File: config.mk
export PLATFORM = sky130hd
export DESIGN_NAME = photocell_frontend
export DESIGN_NICKNAME = d
export VERILOG_FILES = /design/src/rtl/photocell_frontend.sv
export SDC_FILE = /design/constraint.sdc
export NUM_CORES = 1
export LEC_CHECK = 0
export ABC_CLOCK_PERIOD_IN_PS = 2250
export CORE_MARGIN = 2
export CORE_UTILIZATION = 45
export CTS_CLUSTER_DIAMETER = 150
export CTS_CLUSTER_SIZE = 28
export DETAILED_ROUTE_END_ITERATION = 12
export GPL_TIMING_DRIVEN = 0
export SYNTH_ARGS = -nofsm -noshare
export SYNTH_HDL_FRONTEND = slang
export SYNTH_SLANG_ARGS = --single-unit
export TNS_END_PERCENT = 10
File: constraint.sdc
create_clock -name clk -period 2.25 [get_ports clk]
set_clock_uncertainty 0.1 [all_clocks]
set_input_delay 0.675 -clock clk [delete_from_list [all_inputs] [get_ports clk]]
set_output_delay 0.675 -clock clk [all_outputs]
set_load 0.02 [all_outputs]
File: src/rtl/photocell_frontend.sv
// Photocell front end: per-channel synchroniser, debouncer and passage-qualifying FSM
// that produces single-cycle customer events and sticky stuck-beam flags.

module photocell_channel #(
    parameter int unsigned DEB       = 4,
    parameter int unsigned MIN_BLOCK = 8,
    parameter int unsigned STUCK     = 1024
) (
    input  logic clk,
    input  logic reset_n,
    input  logic raw,
    input  logic fault_clr,
    output logic pulse,
    output logic stuck
);

    localparam int unsigned DEB_W = $clog2(DEB) + 1;
    localparam int unsigned DUR_W = $clog2(STUCK) + 1;

    typedef enum logic [1:0] {
        ST_CLEAR   = 2'd0,
        ST_BLOCKED = 2'd1,
        ST_STUCK   = 2'd2
    } state_t;

    logic [1:0]       sync_q;
    logic [DEB_W-1:0] deb_cnt_q;
    logic             deb_lvl_q;

    state_t           state_q, state_n;
    logic [DUR_W-1:0] dur_q, dur_n;
    logic             pulse_n;
    logic             stuck_set;
    logic             stuck_n;

    // Two-flop synchroniser for the asynchronous beam input
    always_ff @(posedge clk or negedge reset_n) begin
        if (!reset_n) begin
            sync_q <= 2'b00;
        end else begin
            sync_q <= {sync_q[0], raw};
        end
    end

    // Debounced level flips only after DEB consecutive disagreeing samples
    always_ff @(posedge clk or negedge reset_n) begin
        if (!reset_n) begin
            deb_cnt_q <= '0;
            deb_lvl_q <= 1'b0;
        end else if (sync_q[1] == deb_lvl_q) begin
            deb_cnt_q <= '0;
        end else if (deb_cnt_q == DEB_W'(DEB - 1)) begin
            deb_lvl_q <= ~deb_lvl_q;
            deb_cnt_q <= '0;
        end else begin
            deb_cnt_q <= deb_cnt_q + DEB_W'(1);
        end
    end

    always_ff @(posedge clk or negedge reset_n) begin
        if (!reset_n) begin
            state_q <= ST_CLEAR;
            dur_q   <= '0;
            pulse   <= 1'b0;
            stuck   <= 1'b0;
        end else begin
            state_q <= state_n;
            dur_q   <= dur_n;
            pulse   <= pulse_n;
            stuck   <= stuck_n;
        end
    end

    // Passage qualification; the blocked duration equals debounced-blocked cycles
    always_comb begin
        state_n   = state_q;
        dur_n     = dur_q;
        pulse_n   = 1'b0;
        stuck_set = 1'b0;
        unique case (state_q)
            ST_CLEAR: begin
                if (deb_lvl_q) begin
                    state_n = ST_BLOCKED;
                    dur_n   = DUR_W'(1);
                end
            end
            ST_BLOCKED: begin
                if (!deb_lvl_q) begin
                    state_n = ST_CLEAR;
                    pulse_n = (dur_q >= DUR_W'(MIN_BLOCK));
                end else if (dur_q == DUR_W'(STUCK - 1)) begin
                    state_n   = ST_STUCK;
                    dur_n     = dur_q + DUR_W'(1);
                    stuck_set = 1'b1;
                end else begin
                    dur_n = dur_q + DUR_W'(1);
                end
            end
            ST_STUCK: begin
                if (!deb_lvl_q) begin
                    state_n = ST_CLEAR;
                end
            end
            default: begin
                state_n = ST_CLEAR;
            end
        endcase
        // A new stuck condition takes priority over a simultaneous clear
        stuck_n = stuck_set | (stuck & ~fault_clr);
    end

endmodule

module photocell_frontend #(
    parameter int unsigned DEB       = 4,
    parameter int unsigned MIN_BLOCK = 8,
    parameter int unsigned STUCK     = 1024
) (
    input  logic clk,
    input  logic reset_n,
    input  logic pc_start_raw,
    input  logic pc_end_raw,
    input  logic fault_clr,
    output logic int_start,
    output logic int_end,
    output logic stuck_start,
    output logic stuck_end
);

    photocell_channel #(
        .DEB       (DEB),
        .MIN_BLOCK (MIN_BLOCK),
        .STUCK     (STUCK)
    ) u_start (
        .clk       (clk),
        .reset_n   (reset_n),
        .raw       (pc_start_raw),
        .fault_clr (fault_clr),
        .pulse     (int_start),
        .stuck     (stuck_start)
    );

    photocell_channel #(
        .DEB       (DEB),
        .MIN_BLOCK (MIN_BLOCK),
        .STUCK     (STUCK)
    ) u_end (
        .clk       (clk),
        .reset_n   (reset_n),
        .raw       (pc_end_raw),
        .fault_clr (fault_clr),
        .pulse     (int_end),
        .stuck     (stuck_end)
    );

endmodule

### Yosys cells after proc, flatten, opt, wreduce, memory -nomap -nowiden

Index checks and enable logic that the tools add are counted.

| operators by class | value |
|---|---|
| multiplexer cells | 30 |
| equal/unequal tests | 18 |
| bitwise gates (word level) | 9 |
| $lt $le $gt $ge | 2 |
| reductions and logical operators | 10 |
| add/sub/neg operators | 4 |

Operators by type and width:

| cell | number |
|---|---|
| $mux 11 | 4 |
| $pmux 11 s2 | 2 |
| $add 11x1->11 const B | 2 |
| $eq 11x10->1 const B | 2 |
| $ge 11x4->1 const B | 2 |
| $mux 2 | 8 |
| $mux 3 | 4 |
| $pmux 2 s3 | 2 |
| $reduce_and 3->1 | 4 |
| $mux 1 | 10 |
| $ne 2x1->1 const B | 4 |
| $add 3x1->3 const B | 2 |
| $eq 3x2->1 const B | 2 |
| $ne 3x3->1 const B | 2 |
| $not 1->1 | 5 |
| $eq 2x1->1 const B | 2 |
| $eq 2x2->1 const B | 2 |
| $logic_not 2->1 | 2 |
| $ne 2x2->1 const B | 2 |
| $reduce_and 2->1 | 2 |
| $reduce_bool 2->1 | 2 |
| $and 1x1->1 | 2 |
| $eq 1x1->1 | 2 |
| $or 1x1->1 | 2 |

| storage, ports and cells | value |
|---|---|
| register bits after elaboration | 42 |
| input port bits | 5 |
| word-level logic and storage cells | 87 |
| output and inout port bits | 4 |

### Longest topological paths before layout

Gate-level depths: netlist of the first run.

| depth | value |
|---|---|
| depth after elaboration | 5 |
| mapped depth | 5 |
| mapped depth without buffers | 5 |

### By module

From an unflattened synthesis of the first run, not the netlist that was laid out.

| second synthesis, totals | value |
|---|---|
| cell total of the unflattened synthesis | 203 |
| area total of the unflattened synthesis | 2133.3 um^2 |

Modules (own cells, without submodules):

| module | times used | sequential area each (um^2) | cells each | area each (um^2) |
|---|---|---|---|---|
| photocell_channel at u_end | 1 | 525.5 | 103 | 1109.8 |
| photocell_channel at u_start | 1 | 525.5 | 100 | 1023.5 |

### Worst setup path after synthesis of the first run

OpenSTA, ideal clock, no wires.

| timing | value |
|---|---|
| kind | register to register |
| from | reg u_end.dur_q[0] |
| to | reg u_end.dur_q[10] |
| data required time | 2.081 ns |
| setup slack | 0.599 ns |
| stages on the path, launching flop included | 6 |
| clock period less this slack | 1.651 ns |
| arrival time | 1.482 ns |
| setup time | 0.069 ns |
| buffers on the path | 0 |
| cell sequence | dfrtp_1 -> ha_1 -> and4_4 -> nand4_1 -> or4b_1 -> nand3_1 |

| on the way | value |
|---|---|
| cells in the longest elaborated chain, start to end | 3 |

RTL lines:

| what | line | RTL |
|---|---|---|
| start, declared | 31 | `logic [DUR_W-1:0] dur_q, dur_n;` |
| start signal, assigned | 68 | `dur_q <= dur_n;` |
| $add 11x1->11 | 93, 96 |  |
| $mux 11 | 88 | `if (!deb_lvl_q) begin` |
| $pmux 11 s2 | 80 | `unique case (state_q)` |

Every way passes these cells. The select of a mux whose other input is x is not followed.
A chain may end at the register's enable or synchronous reset.

### Final worst setup path of the first run

| timing | value |
|---|---|
| from | reg u_end.stuck |
| to | out stuck_end |

RTL lines:

| what | line | RTL |
|---|---|---|
| start, declared | 14 | `output logic stuck` |
| start signal, assigned | 70 | `stuck <= stuck_n;` |
| end, declared | 127 | `output logic stuck_end` |

No word-level cell between the ends.

==> out/results.md, run 1 <==
### Run status
* **run status** finished, final reports clean

### Global route
* **number of antenna violations at the first check in global routing** 0
* **aggregate global-route resource usage** 17.2%
* **first-pass GRT wire length** 6650 um
* **number of global-route vias before repair** 1419
* **total congestion overflow after global routing** 0
* **largest net degree at the start of global routing** 43

### Setup path
* **destination of the worst register-to-register timing path** u_end.dur_q[10]
* **CP top delay family** buffers and inverters
* **standard cell with the maximum stage delay on the critical path** clkdlybuf4s50_1
* **max incr delay on CP** 600 ps
* **category of the most critical setup path** reg -> out
* **sort of element at the end of the critical path** output pin
* **Reg2Reg Launch Point** u_end.dur_q[0]
* **launching element type of the critical path** register
* **worst-case reg-to-reg path depth** 5
* **buffers and inverters on the worst path** 1
* **worst setup slack for register-to-register paths** 460 ps
* **arrival time at the worst endpoint** 1240 ps
* **maximum fanout encountered on the critical timing path** 2
* **critical-path cell list** clkdlybuf4s50_1
* **data required time of the worst path** 1470 ps

### CTS
* **CTS Hold Buffers Added** 0
* **CTS resizes** 0
* **number of post-CTS setup repair buffers** 0
* **TritonCTS Buffers** 5
* **TritonCTS clock tree** done
* **Clk pin slew, worst setup/hold paths** 80 ps
* **Sinks on Clock Net** 42
* **clock tree buffer depth** 2
* **buffer type at the clock tree root** clkbuf_8
* **H-tree Lvls** 2
* **later-pin clock latency in the skew report** 290 ps

### Synth
* **main flop type after synthesis** dfrtp_1
* **top-area cell type share of the netlist area** 52.9%
* **top post-synthesis cells by area** dfrtp_1, o21ai_0, ha_1, nand2_1, nand3_1
* **post-synthesis share of cell area spent on xor and xnor gates** 0.881%
* **adder-cell area share of the yosys netlist** 3.78%
* **library cells used by synthesis** 43
* **fraction of the yosys area taken by sequential cells** 52.9%
* **number of enable flip-flop cells after synthesis** 0
* **Post-Syn Nets** 205
* **instance count of the mapped netlist** 194
* **area leader, netlist** dfrtp_1
* **total standard cell area after synthesis** 1990 um2
* **share of the synthesized area in compound gates (AO/OA/AOI/OAI)** 14.9%
* **basic-gate share of the synthesized area counting and, or, nand and nor cells** 22.8%
* **post-synthesis mux area share** 1.64%
* **combinational family with the most area after synthesis** simple AND/OR/NAND/NOR gates
* **share of synthesized registers carrying an async set or reset** 100%
* **post-synthesis register bit count** 42
* **Synth warnings** 0
* **Avg Synthesized Cell Area** 10.2 um2

### Placement
* **Port-buffer cells** 8
* **routability cong.** 0.792
* **number of cells after detailed placement** 254
* **post-detail-place hpwl** 2680 um

### STA
* **remaining max-slew budget at the tightest pin** 38.4%
* **fin. max-slew vios** 0
* **count of endpoints failing setup in the final report** 0
* **final critical-path share of the clock period** 89.7%
* **slew of the pin with the lowest slew margin** 924 ps
* **unrepaired setup endpoints after global routing** no
* **Fmax achieved** 495 MHz
* **endpoints failing hold** 0
* **final period demand of the worst path** 2020 ps

### Routing
* **wire length per cell after detailed routing** 14.8 um
* **Vias/cell** 5.81
* **first-pass iteration count of the detailed router** 4
* **Residual DRC** 0
* **wirelength, routed** 3870 um
* **Detail Route Antenna Nets** 0
* **violation count after the first detailed-routing iteration** 125
* **via total after detailed routing** 1517

### Min path
* **Worst Hold Class** reg -> reg
* **min-delay src** u_end.sync_q[0]
* **Hold Path Depth** 0
* **hold-critical path endpoint** u_end.sync_q[1]

### Cells and area
* **Area Overhead vs Synth** 10.9%
* **proportion of layout cells with a drive suffix above 1** 7.66%
* **net total in the final layout** 220
* **filler instances** 380
* **final non-filler cell total** 261
* **diodes inserted** 0
* **post-route core utilization** 51.3%
* **area used by multi-input combinational logic** 873 um2
* **area of all sequential standard cells** 1050 um2

### Power
* **internal power of the cells** 1.33 mW
* **switching share of total power** 35.4%
* **power density cells** 933 nW/um2
* **Static Leakage** 0.955 nW
* **portion of total power attributed to the clock network** 21.9%
* **maximum vdd ir drop** 0.447 mV
* **fraction of power consumed by combinational cells** 28.1%
* **power share of the sequential group** 50.0%
* **Switch Pwr** 0.729 mW

### Floorplanning
* **Starting Density** 46.3%
* **site row count** 24
* **height of the die** 70.5 um
* **width of the die** 70.5 um
* **total die area** 4970 um2
* **standard cell core area** 4290 um2
* **IO Count** 9

### Run
* **reported max-cap violation count** 0

==> cell usage in the layout, fill, tap and decap left out, types with 2 or more instances in the layout <==
master / n
xnor2_1: 2
a21o_1: 3
dfrtp_1: 42
o31a_1: 2
o211ai_1: 2
nand2_1: 19
inv_1: 11
and3_1: 3
or3_1: 2
nand4_1: 5
mux2_2: 2
nor3_1: 4
nor2_1: 3
a21oi_1: 5
and2_1: 2
o31ai_1: 7
nor3b_1: 3
o21ai_0: 20
clkdlybuf4s50_1: 7
clkbuf_1: 3
o21ai_1: 2
or4_1: 3
nor2b_1: 5
nor4_1: 5
ha_1: 6
nand2b_1: 5
nand3_1: 13
clkbuf_8: 5
==> registers in the layout, summed over array words and instances, names as in the netlist <==
register and flops:
u_end.pulse 1, u_start.stuck 1, u_end.deb_cnt_q 3, u_start.sync_q 2, u_start.deb_cnt_q 3, u_end.stuck 1
u_start.dur_q 11, u_start.state_q 2, u_start.deb_lvl_q 1, u_end.dur_q 11, u_end.sync_q 2, u_end.state_q 2
u_start.pulse 1, u_end.deb_lvl_q 1
==> cell families after synthesis <==
logic type | Yosys count
simple gates | 79
compound gates | 48
flops | 42
buf+inv | 14
fa+ha+maj | 6
mux | 3
xor+xnor | 2
==> layer usage <==
layer,global-route usage [%],routed length (um),up-vias
met5,0,0,-
met2,25.6,1730,35
li1,-,-,734
met3,3.61,134,10
met1,23.6,1920,738
met4,8.97,86,0
==> how the worst max path moves through the flow <==
stage                               from            endpoint  slack (ps)  cells past startpoint
after floorplan           u_end.dur_q[0]     u_end.dur_q[10]         600                      5
after global placement           reset_n  u_end.deb_cnt_q[1]        -580                      1
after detailed placement  u_end.dur_q[0]     u_end.dur_q[10]         480                      5
after CTS                    u_end.stuck           stuck_end         220                      1
after global routing         u_end.stuck           stuck_end         180                      1
final                        u_end.stuck           stuck_end         230                      1
==> cell usage after synthesis (2+ instances only) <==
cell	instances
o211ai_1	2
nand2b_1	5
a21o_1	3
nor3b_1	3
and2_1	2
o31ai_1	7
mux2_2	2
ha_1	6
a21oi_1	5
nor2_1	3
nor4_1	5
or3_1	2
nor2b_1	5
nand2_1	19
nor3_1	4
o21ai_1	2
o21ai_0	20
o31a_1	2
inv_1	11
or4_1	3
dfrtp_1	42
xnor2_1	2
nand4_1	5
nand3_1	13
and3_1	3
==> area by class of cell <==
type                       count  share of cell area [%]
timing repair buffer           8                    3.41
inverter                      11                    1.87
tap                           52                    2.95
buffer                         3                    1.02
clock buffer                   7                    3.46
multi-input combinational    138                    39.6
sequential                    42                    47.7
==> power by group through the flow <==
| stage | logic, mW | registers [mW] | clock network [mW] |
|---|---|---|---|
| after floorplan | 0.429 | 1.00 | 0 |
| after global placement | 0.549 | 1.03 | 0 |
| after detailed placement | 0.580 | 1.04 | 0 |
| after CTS | 0.584 | 1.03 | 0.473 |
| after global routing | 0.665 | 1.06 | 0.503 |
| final | 0.578 | 1.03 | 0.451 |
==> stage by stage <==
stage	cell area, um2	total power [mW]	worst slack (ps)	setup TNS (ps)	hold slack [ps]
2_1_floorplan	1990	1.43	599	0	231
3_3_place_gp	2130	1.58	-582	-24340	238
3_5_place_dp	2130	1.62	483	0	244
4_1_cts	2200	2.08	215	0	260
5_1_grt	2200	2.23	176	0	264
6_report	2200	2.06	232	0	257
(Power assumes the default switching activity.)
==> inputs of run 2 (changes only) <==
--- a/config.mk
+++ b/config.mk
@@ -12,6 +12,7 @@
 export CTS_CLUSTER_SIZE = 28
 export DETAILED_ROUTE_END_ITERATION = 12
 export GPL_TIMING_DRIVEN = 0
+export SLEW_MARGIN = 10
 export SYNTH_ARGS = -nofsm -noshare
 export SYNTH_HDL_FRONTEND = slang
 export SYNTH_SLANG_ARGS = --single-unit
==> run 2 against run 1 <==
Against the previous run: combinational power increased by 1%; critical path depth unchanged; sequential cell count unchanged; die area unchanged; non-clock buffer count increased by 1; register-to-register slack got worse by 20 ps; critical path type unchanged; critical endpoint unchanged; largest power group unchanged; highest routed layer unchanged.
==> out/results.md, run 2 (synthesis results as in run 1) <==
### Placement
* **number of cells after detailed placement** 255
* **post-detail-place hpwl** 2730 um
* **Port-buffer cells** 8
* **routability cong.** 0.792

### Floorplanning
* **width of the die** 70.5 um
* **standard cell core area** 4290 um2
* **site row count** 24
* **Starting Density** 46.3%
* **IO Count** 9
* **height of the die** 70.5 um
* **total die area** 4970 um2

### Setup path
* **critical-path cell list** clkdlybuf4s50_1
* **data required time of the worst path** 1470 ps
* **destination of the worst register-to-register timing path** u_start.state_q[1]
* **max incr delay on CP** 610 ps
* **buffers and inverters on the worst path** 1
* **Reg2Reg Launch Point** u_start.dur_q[0]
* **maximum fanout encountered on the critical timing path** 2
* **sort of element at the end of the critical path** output pin
* **standard cell with the maximum stage delay on the critical path** clkdlybuf4s50_1
* **worst-case reg-to-reg path depth** 5
* **CP top delay family** buffers and inverters
* **launching element type of the critical path** register
* **arrival time at the worst endpoint** 1250 ps
* **category of the most critical setup path** reg -> out
* **worst setup slack for register-to-register paths** 440 ps

### STA
* **count of endpoints failing setup in the final report** 0
* **Fmax achieved** 493 MHz
* **unrepaired setup endpoints after global routing** no
* **final critical-path share of the clock period** 90.2%
* **remaining max-slew budget at the tightest pin** 70.2%
* **endpoints failing hold** 0
* **slew of the pin with the lowest slew margin** 435 ps
* **fin. max-slew vios** 0
* **final period demand of the worst path** 2030 ps
* **worst hold slack across all endpoints** 207 ps

### Routing
* **Residual DRC** 0
* **Detail Route Antenna Nets** 0
* **via total after detailed routing** 1530
* **wire length per cell after detailed routing** 14.9 um
* **wirelength, routed** 3910 um
* **violation count after the first detailed-routing iteration** 207
* **first-pass iteration count of the detailed router** 4
* **Vias/cell** 5.82

### CTS
* **later-pin clock latency in the skew report** 300 ps
* **Sinks on Clock Net** 42
* **TritonCTS clock tree** done
* **Clk pin slew, worst setup/hold paths** 80 ps
* **clock tree buffer depth** 2
* **buffer type at the clock tree root** clkbuf_8
* **TritonCTS Buffers** 5
* **number of post-CTS setup repair buffers** 0
* **CTS resizes** 0
* **CTS Hold Buffers Added** 0
* **H-tree Lvls** 2

### Global route
* **total congestion overflow after global routing** 0
* **number of global-route vias before repair** 1508
* **largest net degree at the start of global routing** 27
* **first-pass GRT wire length** 6910 um
* **number of antenna violations at the first check in global routing** 0
* **aggregate global-route resource usage** 17.7%

### Run status
* **run status** finished, final reports clean

### Min path
* **Worst Hold Class** in -> async

### Run
* **reported max-cap violation count** 0

### Cells and area
* **diodes inserted** 0
* **filler instances** 398
* **most common cell after layout, fill and taps aside** dfrtp_1
* **proportion of layout cells with a drive suffix above 1** 9.00%
* **post-route core utilization** 52.3%
* **commonest non-fill, non-tap cells in the layout** dfrtp_1, o21ai_0, nand2_1, nand3_1, inv_1
* **net total in the final layout** 221
* **Area Overhead vs Synth** 13.0%
* **final non-filler cell total** 263
* **leading registers by flop count** u_end.dur_q: 11 flops, u_start.dur_q: 11 flops

### Power
* **power density cells** 941 nW/um2
* **maximum vdd ir drop** 0.385 mV
* **Static Leakage** 0.977 nW

-- run 2: changes by cell type in the layout (fill, tap and decap cells not counted) --
| cell | delta |
|---|---|
| clkbuf_1 | -1 |
| buf_16 | +1 |
| clkinv_2 | +1 |
| clkbuf_8 | +1 |
-- run 2: how the worst max path moves through the flow --
stage          slack [ps]  cells past startpoint      startpoint                 end
6_report              220                      1     u_end.stuck           stuck_end
5_1_grt               180                      1     u_end.stuck           stuck_end
4_1_cts               200                      1     u_end.stuck           stuck_end
3_5_place_dp          490                      5  u_end.dur_q[0]     u_end.dur_q[10]
3_3_place_gp         -580                      1         reset_n  u_end.deb_cnt_q[1]
2_1_floorplan         600                      5  u_end.dur_q[0]     u_end.dur_q[10]
-- run 2: worst reg2reg max path: cells and delay by family (launching register included) --
kind,cells,cell delay (ps)
AND/OR/NAND/NOR,3,770
AO/OA/AOI/OAI,1,220
flip-flops,1,430
adder cells (fa/ha/maj),1,220
-- run 2: area by class of cell --
class / count / area [um2] / area share [%]
Buffer: 3 / 22.5 / 1.00
Clock buffer: 7 / 86.3 / 3.84
Clock inverter: 1 / 5.00 / 0.223
Inverter: 11 / 41.3 / 1.84
Multi-Input combinational cell: 138 / 873 / 38.9
Sequential cell: 42 / 1050 / 46.8
Tap cell: 52 / 65.1 / 2.90
Timing Repair Buffer: 9 / 103 / 4.57
-- run 2: per-layer routing --
metal  part of all wire, %  global-route usage, %
met5                     0                      0
met4                   2.0                   8.55
met3                   5.4                   3.61
met2                    46                   28.3
met1                    47                   22.7
-- run 2: through the flow --
stage	area, um2	power (mW)	setup TNS [ps]	setup slack (ps)
after floorplan	1990	1.43	0	599
after global placement	2130	1.58	-24340	-582
after detailed placement	2160	1.63	0	493
after CTS	2250	2.14	0	203
after global routing	2250	2.28	0	178
final	2250	2.11	0	221
-- run 2: report_power, final --
part / switching [mW] / leakage, nW / internal, mW
sequential: 0.159 / 0.558 / 0.875
combinational: 0.340 / 0.371 / 0.244
clock: 0.249 / 0.0482 / 0.247
